<file path="src/rtl/router_in_port.sv">
// Router-side receiver for one node link: deserializes 4-byte packets into a
// first-word-fall-through packet FIFO and drives the link's free flow control.
module router_in_port #(
   parameter int unsigned FIFO_DEPTH = 4
) (
   input  logic                            clock,
   input  logic                            reset_n,
   input  logic                            put_inbound,
   input  logic [7:0]                      payload_inbound,
   output logic                            free_inbound,
   output logic [31:0]                     pkt_out,
   output logic                            pkt_out_valid,
   input  logic                            pkt_out_ready,
   output logic [$clog2(FIFO_DEPTH+1)-1:0] fifo_count,
   output logic                            proto_err
);

   localparam int unsigned PtrW = $clog2(FIFO_DEPTH);
   localparam int unsigned CntW = $clog2(FIFO_DEPTH + 1);

   typedef enum logic [1:0] {StIdle, StB1, StB2, StB3} state_e;

   state_e            state_q, state_d;
   logic [23:0]       shift_q;
   logic [31:0]       mem_q [FIFO_DEPTH];
   logic [PtrW-1:0]   wr_ptr_q, rd_ptr_q;
   logic [CntW-1:0]   count_q, count_d;
   logic              free_q, free_d;
   logic              err_q, err_d;
   logic              push, pop;

   function automatic logic [PtrW-1:0] ptr_inc(input logic [PtrW-1:0] p);
      return (p == PtrW'(FIFO_DEPTH - 1)) ? '0 : p + 1'b1;
   endfunction

   always_comb begin
      state_d = state_q;
      err_d   = err_q;
      push    = 1'b0;
      unique case (state_q)
         StIdle: begin
            if (put_inbound) begin
               if (free_q) state_d = StB1;
               else        err_d   = 1'b1;
            end
         end
         StB1: begin
            if (put_inbound) state_d = StB2;
            else begin
               err_d   = 1'b1;
               state_d = StIdle;
            end
         end
         StB2: begin
            if (put_inbound) state_d = StB3;
            else begin
               err_d   = 1'b1;
               state_d = StIdle;
            end
         end
         StB3: begin
            state_d = StIdle;
            if (put_inbound) push  = 1'b1;
            else             err_d = 1'b1;
         end
         default: state_d = StIdle;
      endcase

      pop     = (count_q != '0) && pkt_out_ready;
      count_d = count_q;
      if (push && !pop)      count_d = count_q + 1'b1;
      else if (!push && pop) count_d = count_q - 1'b1;

      // Free is granted one edge ahead, so it looks at the post-edge state and occupancy.
      free_d = (state_d == StIdle) && (count_d < CntW'(FIFO_DEPTH));
   end

   always_ff @(posedge clock or negedge reset_n) begin
      if (!reset_n) begin
         state_q  <= StIdle;
         shift_q  <= '0;
         wr_ptr_q <= '0;
         rd_ptr_q <= '0;
         count_q  <= '0;
         free_q   <= 1'b0;
         err_q    <= 1'b0;
      end else begin
         state_q <= state_d;
         count_q <= count_d;
         free_q  <= free_d;
         err_q   <= err_d;
         if (state_d != StIdle) shift_q <= {shift_q[15:0], payload_inbound};
         if (push) wr_ptr_q <= ptr_inc(wr_ptr_q);
         if (pop)  rd_ptr_q <= ptr_inc(rd_ptr_q);
      end
   end

   // Storage needs no reset: contents are only visible through a non-zero count.
   always_ff @(posedge clock) begin
      if (push) mem_q[wr_ptr_q] <= {shift_q, payload_inbound};
   end

   assign pkt_out       = (count_q != '0) ? mem_q[rd_ptr_q] : '0;
   assign pkt_out_valid = (count_q != '0);
   assign fifo_count    = count_q;
   assign free_inbound  = free_q;
   assign proto_err     = err_q;

   a_no_push_when_full: assert property (@(posedge clock) disable iff (!reset_n)
      !(push && count_q == CntW'(FIFO_DEPTH)));

endmodule

</file>
<file path="config.mk">
export PLATFORM = sky130hd
export DESIGN_NAME = router_in_port
export DESIGN_NICKNAME = d
export VERILOG_FILES = /design/src/rtl/router_in_port.sv
export SDC_FILE = /design/constraint.sdc
export NUM_CORES = 1
export LEC_CHECK = 0
export ABC_AREA = 1
export ABC_CLOCK_PERIOD_IN_PS = 5300
export CORE_MARGIN = 2
export CORE_UTILIZATION = 63
export CTS_CLUSTER_DIAMETER = 60
export DETAILED_ROUTE_END_ITERATION = 10
export GPL_TIMING_DRIVEN = 1
export PLACE_DENSITY = 0.89
export SYNTH_ARGS = -nofsm -noshare
export SYNTH_HDL_FRONTEND = slang
export SYNTH_SLANG_ARGS = --single-unit
</file>
<file path="constraint.sdc">
create_clock -name clock -period 5.3 [get_ports clock]
set_input_delay 1.06 -clock clock [delete_from_list [all_inputs] [get_ports clock]]
set_output_delay 1.06 -clock clock [all_outputs]
set_load 0.03 [all_outputs]
</file>
==> results.yml <==
cts:
  cts.sinks: 163
  cts_resized: 0
  cts_made_buffers: 17
  htree_levels: 4
  cts_root_buf: "clkbuf_8"
  clk_pin_slew_ns: 0.06
  cts_max_path_buffers: 2
  clk_latency_ns: 0.54
  hold_buffers: 0
  post-cts-setup-buffers: 0
  tritoncts: "yes"
synthesis:
  syn_inst: 653
  yosys.cell_types.count: 22
  syn_nets: 675
  yosysWarnings: 0
  postSynthAreaPerCell_um2: 10.6
  synth-seq-cells: 163
  synth.cell_area_mm2: 0.00692
  ys_seq_area_share_pct: 68.2
timing:
  timing.fmax_mhz: 239
  slew_violations: 0
  rsz0062_at_grt: "false"
  min_period_ns: 4.18
  final.setup.tns_ns: 0
  slew-limit-headroom_pct: 17.3
  fin_crit_sh_pct: 78.9
  hold_viol_final: 0
  setup_violations: 0
  worstMarginPinSlew_ns: 1.24
  finClkSkew_ns: 0.00983
global_route:
  antenna_found_initial: 0
  grt_max_degree: 67
  overflow: 0
  first_global_vias: 4973
  grt.total_usage_pct: 28.6
  grt_pass1_wl_mm: 24.8
routing:
  num_vias: 4925
  routedWlPerCell_um: 18.6
  dr.pass1.iters: 5
  drt_wl_total_mm: 15.8
  route.detailed.drc: 0
  drtIter0Drc: 554
  detail-route-antenna-nets: 0
  viasPerCell: 5.78
placed_design:
  post-dp-hpwl_mm: 8.63
  globalplace.congestion: 0.750
  port_buffers: 49
  dp_cells: 820
worst_setup_path:
  worst-setup-path-type: "reg2out"
  reg2reg_slack_ns: 3.54
  worstPathArrival_ns: 3.12
  cpMaxStageDelayCell: "inv_2"
  crit_family: "buffers and inverters"
  worst-path-buf-inv: 2
  worstReg2RegEnd: "mem_q[0][20]"
  crit_fanout: 65
  crit_top_cell: "nand2_1"
  path_cells: "inv_2 > nand2_1 > nand2_1 > nand2_1 > a21oi_1 > clkdlybuf4s50_1"
  ff2ff_path_depth: 5
  cp.required_ns: 4.24
  timing.rr.start: "state_q[0]"
  critPathMaxStageDelay_ns: 0.82
  start_kind: "flip-flop"
  endpoint_kind: "output port"
final_layout:
  final_net_count: 721
  final_cells: 852
  fillers: 648
  area_growth_pct: 16.6
  drive_above_1_share_pct: 8.43
  antenna_cells: 0
floorplanning:
  coreArea_mm2: 0.0108
  dieHeight_um: 109
  ioPinCount: 50
  start_util_pct: 64.2
  die_area_mm2: 0.0118
  rows: 38
  die_x_um: 109
power_and_ir_drop:
  leakage_nw: 3.49
  vdd_drop_max_v: 0.000401
  power_density_mw_per_mm2: 612
hold_path:
  hold_class: "reg2reg"
  holdPathEnd: "proto_err"
  min_from: "proto_err"
  holdPathStages: 2
outcome:
  status: "finished, final reports clean"
run:
  max-cap-violations: 0
where the power goes:
group	leakage [nW]	internal, mW	switching (mW)
combinational	1.62	0.646	1.30
sequential	1.60	1.61	0.171
clock	0.274	0.741	0.477
total	3.49	2.99	1.94
worst max-delay path by stage:
stage	cells after the start	end	from
finish	6	pkt_out[11]	rd_ptr_q[0]
global route	6	pkt_out[15]	fifo_count[1]
CTS	6	pkt_out[14]	fifo_count[0]
detailed placement	6	pkt_out[21]	fifo_count[0]
global placement	6	pkt_out[21]	fifo_count[0]
floorplan	4	mem_q[3][0]	put_inbound
worst min-delay path, cell delays in order (launching register included):
cell	delay, ns
dfrtp_1	0.35
a21oi_1	0.05
o31ai_1	0.07
through the flow:
| stage | hold WS, ns | instance area, um2 | power (mW) | utilization [%] | setup slack (ns) |
|---|---|---|---|---|---|
| after floorplan | 0.477 | 6920 | 3.02 | - | 2.15 |
| after global placement | 0.464 | 7480 | 3.60 | 69.3 | 1.80 |
| after detailed placement | 0.495 | 7480 | 3.70 | 69.3 | 1.72 |
| after CTS | 0.515 | 8070 | 4.93 | 74.8 | 1.17 |
| after global routing | 0.535 | 8070 | 5.14 | 74.8 | 1.02 |
| final | 0.509 | 8070 | 4.94 | 74.8 | 1.12 |
placed cells by master, fill, tap and decap left out, drive strengths merged:
master,netlist,routed
bufinv,0,3
buf,25,8
o21ai,6,6
inv,85,85
clkinvlp,0,4
nand2,254,254
clkdlybuf4s50,0,49
edfxtp,128,128
nand3b,1,1
ha,10,10
a21oi,34,34
a22oi,1,1
nand3,61,61
o31ai,1,1
clkinv,0,2
dfrtp,35,35
nor2,7,7
clkbuf,5,23
layout make-up:
class / count / area (um2) / area share [%]
Sequential cell: 163 / 4720 / 58.5
Multi-Input combinational cell: 375 / 1720 / 21.3
Timing Repair Buffer: 57 / 551 / 6.82
Clock buffer: 23 / 457 / 5.66
Inverter: 85 / 319 / 3.95
Tap cell: 140 / 175 / 2.17
Clock inverter: 9 / 130 / 1.61
cells in the mapped netlist, drive strengths merged:
| cell | number | area, um2 |
|---|---|---|
| a21oi | 34 | 170 |
| a22oi | 1 | 7.51 |
| buf | 25 | 159 |
| clkbuf | 5 | 18.8 |
| dfrtp | 35 | 876 |
| edfxtp | 128 | 3840 |
| ha | 10 | 125 |
| inv | 85 | 319 |
| nand2 | 254 | 996 |
| nand3 | 61 | 330 |
| nand3b | 1 | 7.51 |
| nor2 | 7 | 33.8 |
| o21ai | 6 | 30.0 |
| o31ai | 1 | 7.51 |
per-layer routing:
metal / routed length [um] / up-vias / GRT usage, %
met3: 1160 / 54 / 5.20
met1: 5940 / 2392 / 35.0
li1: - / 2195 / -
met5: 0 / - / 0
met2: 8230 / 284 / 48.9
met4: 503 / 0 / 14.7
flip-flops by register name, indices dropped and copies added (netlist names):
name	cells
rd_ptr_q	2
wr_ptr_q	2
state_q	2
proto_err	1
fifo_count	3
mem_q	128
free_inbound	1
shift_q	24
cell families (layout without fill, tap and decap cells):
logic type	Yosys count	count (layout)	synth area share [%]
fa+ha+maj	10	10	1.81
simple gates	323	323	19.8
buf+inv	115	174	7.17
flops	163	163	68.2
compound gates	42	42	3.11
No activity file was read; power rests on OpenSTA's default activity.
==> variant 1, RTL diff (same settings) <==
The parameter `FIFO_DEPTH` goes from 4 to 2.
--- a/src/rtl/router_in_port.sv
+++ b/src/rtl/router_in_port.sv
@@ -1,7 +1,7 @@
 // Router-side receiver for one node link: deserializes 4-byte packets into a
 // first-word-fall-through packet FIFO and drives the link's free flow control.
 module router_in_port #(
-   parameter int unsigned FIFO_DEPTH = 4
+   parameter int unsigned FIFO_DEPTH = 2
 ) (
    input  logic                            clock,
    input  logic                            reset_n,
Ports: changed (resized fifo_count); port bits go from 50 to 49. The function was not compared with the original's and may differ.
==> variant 1 against the original RTL <==
  * Sequential cell count shrank 67
  * Final area shrank 45%
  * Fmax grew 7.9%
  * Routed wire length shrank 54%
  * Area after synthesis shrank 46%
  * Power shrank 45%
  * Core utilization grew 2.0 points
  * Register-to-register slack lost 650 ps
  * Clock power shrank 62%
  * Setup slack gained 310 ps
  * Largest cell class unchanged
==> variant 1: results <==
{
  "status": "finished, final reports clean",
  "grt_usage": 0.254,
  "yosys-top-cells-area": "edfxtp_1 52%, dfrtp_1 21%, nor2_1 6.9%",
  "first_iter_violations": 280,
  "crit_arrival_ps": 2820,
  "worst_slew_pin_slew_ps": 966,
  "crit_fanout": 34,
  "synthArstFlopShare": 0.333,
  "ir_drop_uv": 427,
  "fin_skew_ps": 9.22,
  "use_met3": 0.0522,
  "wirelength_um": 7210,
  "placed_area_sq_mm": 0.00427,
  "ys_seq_area_frac": 0.731,
  "p_leak_uw": 0.00181,
  "numCtsBuffers": 9,
  "clk-insertion-delay-late_ps": 360,
  "met2_usage": 0.416,
  "first_pass_iters": 4,
  "cts_max_level": 3,
  "synth_nets": 335,
  "place_ws_ps": 1850,
  "cts.clk_slew.worst_paths_ps": 80,
  "netlist_top_cells_count": "68 x nor2_1, 64 x edfxtp_1, 56 x nand2_1, 35 x o21ai_0, 32 x dfrtp_1",
  "drt-met1-wl_um": 2960,
  "grt_max_degree": 35,
  "io_buffer_count": 48,
  "dr_wl_met2_um": 3640,
  "grt_pass1_wl_um": 12100,
  "fill_cells": 377,
  "drive_gt1_frac": 0.0695
}
==> variant 1: cell types whose count changed after synthesis, moves of 12 or more <==
| cell | delta |
|---|---|
| buf_2 | -12 |
| nand3_1 | -34 |
| inv_1 | -71 |
| o21ai_0 | +29 |
| nand2_1 | -185 |
| edfxtp_1 | -64 |
| nor2_1 | +62 |
| a21oi_1 | -33 |
==> variant 1: metrics by stage <==
step / total power, uW / utilization / cells
after CTS: 2740 / 0.768 / 449
after global routing: 2900 / 0.768 / 449
after detailed placement: 2270 / 0.734 / 433
after global placement: 2240 / 0.734 / 433
final: 2730 / 0.768 / 449
after floorplan: 1820 / - / 320
==> variant 1: final timing paths <==
path	to	slack, ps	cells after the start
worst max register to register	free_inbound	2890	9
worst min register to register	proto_err	480	2
min in group asynchronous	shift_q[0]	1080	2
worst max-delay path	pkt_out[11]	1420	6
max in group asynchronous	shift_q[22]	3920	2
worst min-delay path	proto_err	480	2
==> variant 1: worst max-delay path: stages (launching register included) <==
cell             delay [ps]
dfrtp_1                 390
inv_1                    90
ha_1                    200
inv_1                   660
o21ai_0                 220
nor2_1                  180
clkdlybuf4s50_1         700
==> variant 1: cell type report <==
type,count,area share
multi-input cells,195,0.197
well taps,75,0.0210
flip-flops and latches,96,0.610
inverters,14,0.0118
repair buffers,53,0.116
clock inverters,4,0.00953
clock buffers,12,0.0348
==> variant 1: report_power, final <==
part           switching [uW]  total [uW]  internal [uW]
sequential                140        1110            967
combinational             734        1160            424
clock                     226         466            240
==> variant 1: cell families after synthesis <==
group                    count (synthesis)  synth area share
AO/OA/AOI/OAI                           37            0.0504
XOR/XNOR                                 2           0.00470
adder cells (fa/ha/maj)                  3            0.0101
buffers and inverters                   29            0.0346
flip-flops                              96             0.731
AND/OR/NAND/NOR                        153             0.170
==> variant 2, RTL diff (same settings) <==
Without the edit above. Encoding of `state_e`: now Gray code (2 bits for 4 states).
--- a/src/rtl/router_in_port.sv
+++ b/src/rtl/router_in_port.sv
@@ -18,7 +18,7 @@
    localparam int unsigned PtrW = $clog2(FIFO_DEPTH);
    localparam int unsigned CntW = $clog2(FIFO_DEPTH + 1);
 
-   typedef enum logic [1:0] {StIdle, StB1, StB2, StB3} state_e;
+   typedef enum logic [1:0] {StIdle = 2'b00, StB1 = 2'b01, StB2 = 2'b11, StB3 = 2'b10} state_e;
 
    state_e            state_q, state_d;
    logic [23:0]       shift_q;
Formal check against the unedited RTL: same outputs for any inputs over 10 cycles, from zero or initial values and one cycle with reset_n low; not proved beyond that.
==> variant 2 against the original RTL <==
  * Setup slack got worse by 70 ps
  * Register-to-register slack got worse by 440 ps
  * Area after synthesis shrank 1.1%
  * Sequential cell count unchanged
  * Clock skew fell by 2.3 ps
  * Power fell by 2.5%
  * Routed wire length decreased by 6.0%
  * Final area down 1.1%
==> variant 2: results <==
{
  "status": "finished, final reports clean",
  "multiInputGateArea_sq_mm": 0.00167,
  "fill_cells": 645,
  "grt_pass1_wl_um": 23500,
  "grt_usage": 0.274,
  "fin_skew_ps": 7.58,
  "r2r-end": "mem_q[0][31]",
  "reg2reg_depth": 4,
  "setup_violations": 0,
  "vias": 4836,
  "netlist_top_cells_count": "251 x nand2_1, 128 x edfxtp_1, 82 x inv_1, 60 x nand3_1, 35 x dfrtp_1",
  "r2r_setup_slack_ps": 3100,
  "wl_met3_um": 1190,
  "gp_congestion": 0.768,
  "ys_seq_area_frac": 0.689,
  "synthArstFlopShare": 0.215,
  "ys_warn_count": 0,
  "syn_inst": 652,
  "first_pass_iters": 8,
  "drt-met1-wl_um": 5610,
  "wirelength_um": 14900,
  "post-dp-hpwl_um": 8200,
  "io_buffer_count": 49,
  "drive_gt1_frac": 0.0702,
  "synth_nets": 674,
  "clk-insertion-delay-late_ps": 540,
  "first_iter_violations": 535,
  "worstSetupEndpoint": "pkt_out[16]",
  "diodes": 0,
  "synth_cell_types": 20,
  "cp_slowest_cell": "clkdlybuf4s50_1",
  "ir_drop_uv": 331,
  "crit_fanout": 41,
  "crit_arrival_ps": 3190,
  "largest_reg_flops": 128,
  "yosys-top-cells-area": "edfxtp_1 56%, nand2_1 14%, dfrtp_1 13%",
  "slowest_delay_ps": 730
}
variant 2: area by class of cell:
cell class,instances,area share
flip-flops and latches,163,0.591
multi-input cells,376,0.209
repair buffers,58,0.0699
clock buffers,21,0.0589
inverters,83,0.0390
well taps,140,0.0219
clock inverters,11,0.00956
variant 2: kinds of logic (layout without fill, tap and decap cells):
group | after synthesis | count (layout) | share of synthesized area
buffers and inverters | 113 | 173 | 0.0685
AO/OA/AOI/OAI | 42 | 42 | 0.0327
adder cells (fa/ha/maj) | 10 | 10 | 0.0183
flip-flops | 163 | 163 | 0.689
AND/OR/NAND/NOR | 324 | 324 | 0.192
variant 2: power by group:
part | switching, uW | internal, uW
logic | 1240 | 638
registers | 185 | 1630
clock network | 492 | 629
total | 1920 | 2890
variant 2: layer usage:
layer | up-vias | global-route usage
met5 | - | 0
met4 | 0 | 0.102
met3 | 33 | 0.0627
met2 | 266 | 0.481
met1 | 2346 | 0.333
li1 | 2191 | -
